File: src/rtl/clk_tick_rx_pkg.sv
// Shared types and defaults for the slow-clock tick receiver.
// FSM encodings and default parameter values.
package clk_tick_rx_pkg;

  typedef enum logic [1:0] {
    ST_RUN        = 2'd0,
    ST_STEP_IDLE  = 2'd1,
    ST_STEP_ARMED = 2'd2
  } state_e;

  localparam int DEF_SYNC_STAGES = 2;
  localparam int DEF_CNT_W       = 26;
  localparam int DEF_TIMEOUT     = 1_000_000;
  localparam int DEF_DEBOUNCE    = 250_000;

endpackage

File: src/rtl/clk_tick_rx_debounce.sv
// Push-button synchroniser and debouncer.
// Emits a one-cycle press pulse on an accepted 0->1 level change.
module clk_tick_rx_debounce #(
  parameter int SYNC_STAGES = 2,
  parameter int DEBOUNCE    = 250_000
) (
  input  logic clk_in,
  input  logic rst_n,
  input  logic btn,
  output logic press
);

  localparam int DW = $clog2(DEBOUNCE + 1);

  logic [SYNC_STAGES-1:0] sync_q, sync_d;
  logic [DW-1:0]          cnt_q, cnt_d;
  logic                   level_q, level_d;
  logic                   press_q, press_d;
  logic                   btn_s;

  assign btn_s = sync_q[SYNC_STAGES-1];
  assign press = press_q;

  // cnt counts consecutive cycles the synced input differs from level
  always_comb begin
    sync_d  = {sync_q[SYNC_STAGES-2:0], btn};
    level_d = level_q;
    cnt_d   = '0;
    press_d = 1'b0;
    if (btn_s != level_q) begin
      if (cnt_q == DW'(DEBOUNCE - 1)) begin
        level_d = btn_s;
        press_d = btn_s;
      end else begin
        cnt_d = cnt_q + DW'(1);
      end
    end
  end

  always_ff @(posedge clk_in or negedge rst_n) begin
    if (!rst_n) begin
      sync_q  <= '0;
      cnt_q   <= '0;
      level_q <= 1'b0;
      press_q <= 1'b0;
    end else begin
      sync_q  <= sync_d;
      cnt_q   <= cnt_d;
      level_q <= level_d;
      press_q <= press_d;
    end
  end

endmodule

File: src/rtl/clk_tick_rx.sv
// Slow-clock receiver: synchronises slow_in, emits advance ticks,
// measures the slow period, flags clock loss, supports single-step.
module clk_tick_rx
  import clk_tick_rx_pkg::*;
#(
  parameter int SYNC_STAGES = DEF_SYNC_STAGES,
  parameter int CNT_W       = DEF_CNT_W,
  parameter int TIMEOUT     = DEF_TIMEOUT,
  parameter int DEBOUNCE    = DEF_DEBOUNCE
) (
  input  logic             clk_in,
  input  logic             rst_n,
  input  logic             slow_in,
  input  logic             enable,
  input  logic             step_mode,
  input  logic             step_btn,
  output logic             tick,
  output logic [CNT_W-1:0] period,
  output logic             period_valid,
  output logic             clk_lost
);

  localparam logic [CNT_W-1:0] CNT_MAX = '1;

  logic [SYNC_STAGES-1:0] sync_q, sync_d;
  logic                   dly_q, dly_d;
  logic [CNT_W-1:0]       cnt_q, cnt_d;
  logic [CNT_W-1:0]       period_q, period_d;
  logic                   valid_q, valid_d;
  logic                   lost_q, lost_d;
  logic                   armed_q, armed_d;
  state_e                 state_q;
  logic                   tick_q;
  logic                   rise;
  logic                   press;
  logic                   timeout_hit;

  clk_tick_rx_debounce #(
    .SYNC_STAGES(SYNC_STAGES),
    .DEBOUNCE   (DEBOUNCE)
  ) u_deb (
    .clk_in(clk_in),
    .rst_n (rst_n),
    .btn   (step_btn),
    .press (press)
  );

  assign rise         = sync_q[SYNC_STAGES-1] & ~dly_q;
  assign timeout_hit  = (64'(cnt_q) == 64'(TIMEOUT));
  assign tick         = tick_q;
  assign period       = period_q;
  assign period_valid = valid_q;
  assign clk_lost     = lost_q;

  // Arming rise only starts a measurement; the following one validates it
  always_comb begin
    sync_d   = {sync_q[SYNC_STAGES-2:0], slow_in};
    dly_d    = sync_q[SYNC_STAGES-1];
    cnt_d    = (cnt_q == CNT_MAX) ? cnt_q : cnt_q + CNT_W'(1);
    period_d = period_q;
    valid_d  = valid_q;
    lost_d   = lost_q;
    armed_d  = armed_q;
    if (rise) begin
      period_d = cnt_q;
      cnt_d    = CNT_W'(1);
      valid_d  = armed_q;
      armed_d  = 1'b1;
      lost_d   = 1'b0;
    end else if (timeout_hit) begin
      lost_d  = 1'b1;
      valid_d = 1'b0;
      armed_d = 1'b0;
    end
  end

  always_ff @(posedge clk_in or negedge rst_n) begin
    if (!rst_n) begin
      sync_q   <= '0;
      dly_q    <= 1'b0;
      cnt_q    <= '0;
      period_q <= '0;
      valid_q  <= 1'b0;
      lost_q   <= 1'b0;
      armed_q  <= 1'b0;
    end else begin
      sync_q   <= sync_d;
      dly_q    <= dly_d;
      cnt_q    <= cnt_d;
      period_q <= period_d;
      valid_q  <= valid_d;
      lost_q   <= lost_d;
      armed_q  <= armed_d;
    end
  end

  always_ff @(posedge clk_in or negedge rst_n) begin
    if (!rst_n) begin
      state_q <= ST_RUN;
      tick_q  <= 1'b0;
    end else begin
      tick_q <= 1'b0;
      unique case (state_q)
        ST_RUN: begin
          tick_q <= rise & enable;
          if (step_mode) state_q <= ST_STEP_IDLE;
        end
        ST_STEP_IDLE: begin
          if (!step_mode)  state_q <= ST_RUN;
          else if (press)  state_q <= ST_STEP_ARMED;
        end
        ST_STEP_ARMED: begin
          // a press here is dropped; disabled rises are not consumed
          if (!step_mode) begin
            state_q <= ST_RUN;
          end else if (rise & enable) begin
            tick_q  <= 1'b1;
            state_q <= ST_STEP_IDLE;
          end
        end
        default: state_q <= ST_RUN;
      endcase
    end
  end

endmodule

File: config.mk
export PLATFORM = sky130hd
export DESIGN_NAME = clk_tick_rx
export DESIGN_NICKNAME = d
export VERILOG_FILES = /design/src/rtl/clk_tick_rx_pkg.sv /design/src/rtl/clk_tick_rx_debounce.sv /design/src/rtl/clk_tick_rx.sv
export SDC_FILE = /design/constraint.sdc
export NUM_CORES = 1
export LEC_CHECK = 0
export CAP_MARGIN = 10
export CORE_AREA = 2 2 85 87
export CTS_CLUSTER_SIZE = 10
export DETAILED_ROUTE_END_ITERATION = 8
export DIE_AREA = 0 0 87 89
export GPL_ROUTABILITY_DRIVEN = 0
export HOLD_SLACK_MARGIN = 0.15
export PLACE_DENSITY = 0.77
export SLEW_MARGIN = 20
export SYNTH_ARGS = -nofsm -noshare
export SYNTH_HDL_FRONTEND = slang
export SYNTH_SLANG_ARGS = --single-unit
File: constraint.sdc
create_clock -name clk_in -period 2.35 [get_ports clk_in]
set_input_delay 0.47 -clock clk_in [delete_from_list [all_inputs] [get_ports clk_in]]
set_output_delay 0.47 -clock clk_in [all_outputs]
set_load 0.02 [all_outputs]
# Word level (Yosys, flattened, before mapping)
# Cells that the tools add are included.
word_totals:
  in_bits: 6
  regBits: 83
  output_inout_bits: 29
classes:
  n_eq_ne: 10
  add_sub_neg: 2
  mux: 20
  n_reduce_logical: 4
  bitwise: 3
op_table:
  columns: ["operator", "count"]
  rows:
  - ["2-to-1 mux 26 bit", 2]
  - ["2-to-1 mux 18 bit", 2]
  - ["adder 26 x 1 -> 26 bit (second input constant)", 1]
  - ["== test 26 x 20 -> 1 bit (second input constant)", 1]
  - ["== test 26 bit (second input constant)", 1]
  - ["adder 18 x 1 -> 18 bit (second input constant)", 1]
  - ["== test 18 bit (second input constant)", 1]
  - ["2-to-1 mux 2 bit", 5]
  - ["2-to-1 mux 1 bit", 9]
  - ["one-hot mux 2 bit (3 select lines)", 1]
  - ["!= test 2 bit (second input constant)", 2]
  - ["!= test 3 x 2 -> 1 bit (second input constant)", 1]
  - ["!= test 3 bit (second input constant)", 1]
  - ["AND reduction 3 bit", 1]
  - ["AND 1 bit", 2]
  - ["== test 2 x 1 -> 1 bit (second input constant)", 1]
  - ["== test 2 bit (second input constant)", 1]
  - ["logical NOT 2 bit", 1]
  - ["one-hot mux 1 bit (2 select lines)", 1]
  - ["AND reduction 2 bit", 1]
  - ["nonzero test 2 bit", 1]
  - ["!= test 1 bit", 1]
  - ["inverter 1 bit", 1]

# Depth between registers and ports, before layout
depth:
  word_depth: 6
  mapped_depth: 6
  depth_no_buf: 5

# Cells and area by module
# Synthesis repeated with hierarchy kept, for this count alone.
unflattened:
  hier_cells: 418
  area_unflattened_um2: 3977.6
modules_own_cells:
  columns: ["module", "instances", "cells_each", "area_per_inst_um2"]
  rows:
  - ["clk_tick_rx", 1, 318, 2917.8]
  - ["clk_tick_rx_debounce", 1, 100, 1059.8]

# Least setup slack after synthesis
# Ideal clock, no wire load.
synth_path:
  path_type: "flip-flop to flip-flop"
  from: "register cnt_q[0]"
  to: "register cnt_q[10]"
  synth_period_minus_slack_ns: 1.984
  slack_ns: 0.366
  path_stages_with_launch: 7
  setup_time_ns: 0.078
  arrival_time_ns: 1.906
  path_cell_list: "dfrtp_1 -> ha_1 -> nand4_2 -> nor4_2 -> nand2_1 -> buf_4 -> a21oi_1"
synth_between:
  elab_chain_cells: 3
  elab_cells_between_ends: 5
  cone_classes: "add/sub: 1; eq/ne: 2; mux: 2"
synth_rtl:
  columns: ["element", "line", "rtl"]
  rows:
  - ["start, declared", "clk_tick_rx.sv:27", "logic [CNT_W-1:0] cnt_q, cnt_d;"]
  - ["start signal, assigned", "clk_tick_rx.sv:89", "cnt_q <= cnt_d;"]
  - ["adder 26 x 1 -> 26 bit", "clk_tick_rx.sv:59", "cnt_d = (cnt_q == CNT_MAX) ? cnt_q : cnt_q + CNT_W'(1);"]
  - ["2-to-1 mux 26 bit", "clk_tick_rx.sv:59", null]
  - ["2-to-1 mux 26 bit", "clk_tick_rx.sv:64", "if (rise) begin"]
# Several ways; a longest one is shown, not always the timed one. The select of a mux whose other input is x is not followed.
# A chain may end at the register's enable or synchronous reset.

# Worst setup path in the final report
layout_path:
  from: "register cnt_q[1]"
  to: "register cnt_q[22]"
# The elaborated chain is that of the path after synthesis.

==> summary.md <==
| Metric | Value |
|---|---|
| Number of global-route vias before repair | 2763 |
| Port Buffers | 34 |
| First-pass GRT wire length | 13.2 mm |
| Post-synth top area cell | dfrtp_1 |
| Worst Path Max Fanout | 9 |
| Grt ovf | 0 |
| Tcrit/Tclk final | 90.6% |
| Setup TNS | 0 ns |
| RSZ-0062 raised after global routing | no |
| Static Leak | 1.93 nW |
| Nets | 439 |
| Seq cells post-synth | 83 |
| Largest family of logic cells by synthesized area | simple AND/OR/NAND/NOR gates |
| Post-Synthesis Cell Area | 3750 sq um |
| HP Class | register to register |
| Main flop type after synthesis | dfrtp_1 |
| Row Count | 30 |
| Chip Width | 87 um |
| Clk root buf | clkbuf_8 |
| Via count | 2987 |
| Clk sink count | 83 |
| WP data required | 2.57 ns |
| Async set or reset register ratio after synthesis | 100% |
| Sw Ratio | 25.0% |
| Starting Density | 55.9% |
| Number of diodes | 0 |
| Hold_buf cts | 1 |
| GRT Total Usage | 21.8% |
| Slowest CP cell | or4_1 |
| PD cells | 693 nW/um^2 |
| Top Ports | 35 |
| Core area | 6720 sq um |
| Pin count of the biggest net entering global routing | 47 |
| H-Tree Depth | 3 |
| Crit end category | register |
| Die Y | 89 um |
| Post-synthesis adder-cell area fraction | 1.00% |
| Synth cell types | 41 |
| P_sw | 0.000778 W |
| P&R area growth vs syn | 19.3% |
| Die area | 7740 sq um |
| Multi-input gate area | 1570 sq um |
| Sequential share of power | 50.5% |
| Clock transition at path regs | 0.09 ns |
| Seq/Total Area, Yosys | 55.3% |
| Cell count after synthesis | 389 |
| Routed Wire Length | 7.81 mm |
| CTS Buf Count | 9 |
| Sequential cell area | 2080 sq um |
| Fillers | 534 |
| Cell family with the largest share of critical-path delay | simple AND/OR/NAND/NOR gates |
| Multiplexer share of the synthesized area | 0.300% |
| CP peak stage delay | 0.64 ns |
| Logic pwr share | 9.3% |
| Via-to-Cell Ratio | 5.80 |
| Buf/Inv on CP | 0 |
| Min Tclk post-route | 2.13 ns |
| Finished Layout Cells | 515 |
| HPWL after DPL | 5.23 mm |
| Syn. warnings | 0 |
| Setup Fix Bufs, Post-CTS | 0 |
| Max-Cap Viols | 0 |
| Share of cells above drive strength 1 | 8.74% |
| Peak supply drop | 0.332 mV |
| Worst slew margin | 57.3% |
| Compound-Gate Fraction of Synth Area | 9.66% |
| Syn Nets | 398 |
| Synth Area in Simple Gates | 25.2% |
| Post-Synth XOR/XNOR Area | 5.60% |
| Number of synthesized flops with an enable pin | 0 |
| Placed Cells | 498 |
| Outcome | finished, final reports clean |
| Share of the synthesized area in the top cell type | 55.3% |
| Clock power share | 40.2% |
| Initial antenna violation count | 0 |
| Area contributors post-synth | dfrtp_1 (55%), nand2_1 (8.5%), xnor2_1 (4.9%), a21oi_1 (3.2%), o21ai_0 (2.4%) |
| FF-to-FF setup slack | 0.22 ns |
| Wire length per cell | 15.2 um |
| Worst setup SP type | register |
| DRT Pass-1 Iters | 4 |
| Setup violators final | 0 |
| Clk Latency, worst-skew pair | 0.35 ns |
| Iter 0 DRT Violations | 184 |
| TritonCTS clock tree | done |
| Internal | 0.00233 W |
| Crit Path Class | register to register |
| Post-CTS resize count | 0 |
| Critical path arrival | 2.35 ns |
| Drt drc | 0 |
| Clock buffer depth | 2 |
| Slew @ Worst Pin | 0.635 ns |
| Routed Antenna Nets | 0 |
| Mean Syn Cell Area | 9.65 sq um |
| Hold Vio Cnt, Final | 0 |
| Final Max Slew Viols | 0 |
| Final Skew | 0.00870 ns |
| Crit path cell chain | ha_1 > nand4_2 > or4_1 > nor2_1 > a211oi_1 |
| FMAX | 470 MHz |
[cell type report]
| cell class | count | share of cell area, % |
|---|---|---|
| flip-flops and latches | 83 | 46.4 |
| multi-input cells | 279 | 35.1 |
| repair buffers | 46 | 9.89 |
| clock buffers | 9 | 2.77 |
| clock inverters | 7 | 2.77 |
| well taps | 80 | 2.23 |
| inverters | 11 | 0.922 |
[power groups by stage]
stage | logic (W) | registers (W) | clock network [W]
2_1_floorplan | 0.000152 | 0.00159 | 0
6_report | 0.000290 | 0.00157 | 0.00125
4_1_cts | 0.000294 | 0.00157 | 0.00126
3_3_place_gp | 0.000287 | 0.00159 | 0
5_1_grt | 0.000326 | 0.00158 | 0.00132
3_5_place_dp | 0.000287 | 0.00159 | 0
[stage by stage]
stage	worst slack [ns]	hold WS, ns	util (%)	power [W]	area (sq um)
after floorplan	0.366	0.174	-	0.00175	3750
after global placement	0.388	0.335	62.8	0.00187	4220
after detailed placement	0.285	0.343	62.8	0.00188	4220
after CTS	0.255	0.363	66.7	0.00312	4480
after global routing	0.124	0.373	66.7	0.00322	4480
final	0.221	0.358	66.7	0.00311	4480
[kinds of logic after synthesis]
family,after synthesis
AO/OA/AOI/OAI,62
XOR/XNOR,24
adder cells (fa/ha/maj),3
buffers and inverters,27
flip-flops,83
multiplexers,1
AND/OR/NAND/NOR,189
[registers in the layout, indices dropped and copies added (netlist names)]
name and flops:
armed_q 1, clk_lost 1, cnt_q 26, dly_q 1, period 26, period_valid 1, state_q 2, sync_q 2
tick 1, u_deb.cnt_q 18, u_deb.level_q 1, u_deb.press 1, u_deb.sync_q 2
[worst paths after layout]
kind / startpoint / endpoint / cells after the start
max: cnt_q[1]$_DFFE_PN0P_ / cnt_q[22]$_DFFE_PN0P_ / 5
min: sync_q[0]$_DFF_PN0_ / sync_q[1]$_DFF_PN0_ / 0
max reg2reg: cnt_q[1]$_DFFE_PN0P_ / cnt_q[22]$_DFFE_PN0P_ / 5
min reg2reg: sync_q[0]$_DFF_PN0_ / sync_q[1]$_DFF_PN0_ / 0
max in group asynchronous: rst_n / period[4]$_DFFE_PN0N_ / 3
min in group asynchronous: rst_n / period[20]$_DFFE_PN0N_ / 2
[layout by cell type, fill, tap and decap left out, types with 2 or more instances in the layout]
master,netlist,routed
xnor2_1,21,21
dfrtp_1,83,83
bufinv_16,0,3
or3_1,7,7
o31ai_1,2,2
a31oi_1,8,8
a21oi_1,24,24
o21a_1,2,2
or4_1,7,7
and3_1,3,3
nor2b_1,5,4
clkdlybuf4s50_1,0,33
nor4_1,9,9
nor3b_1,2,2
inv_1,11,11
nor3_1,12,12
nand4_1,9,9
nor4b_1,2,2
clkbuf_8,0,9
buf_4,1,11
o21ai_0,18,18
xor2_1,3,3
clkinv_4,0,2
and4_1,4,4
a211oi_1,3,3
nand2_1,85,85
nand3_1,14,14
ha_1,3,3
a31o_2,2,2
nor2_1,22,22
nand4_2,2,2
[cells in the mapped netlist, types with 3 or more instances]
| cell | n |
|---|---|
| dfrtp_1 | 83 |
| clkbuf_1 | 9 |
| ha_1 | 3 |
| nand4_1 | 9 |
| inv_1 | 11 |
| nand3_1 | 14 |
| a31oi_1 | 8 |
| nor2_1 | 22 |
| and4_1 | 4 |
| xor2_1 | 3 |
| nand2_1 | 85 |
| a21oi_1 | 24 |
| nor2b_1 | 5 |
| or3_1 | 7 |
| o21ai_0 | 18 |
| nor3_1 | 12 |
| and3_1 | 3 |
| xnor2_1 | 21 |
| a211oi_1 | 3 |
| or4_1 | 7 |
| nor4_1 | 9 |
[worst register-to-register path, stage by stage (launching register included)]
cell	delay (ns)
dfrtp_1	0.46
ha_1	0.27
nand4_2	0.27
or4_1	0.64
nor2_1	0.24
a211oi_1	0.12
[metal layers]
metal,up-vias,global-route usage [%],wire length [um]
li1,1444,-,-
met1,1451,31.0,3720
met2,80,33.6,3620
met3,12,4.80,333
met4,0,7.39,125
met5,-,0,0
Note: power is estimated with default switching activity, not from simulation.
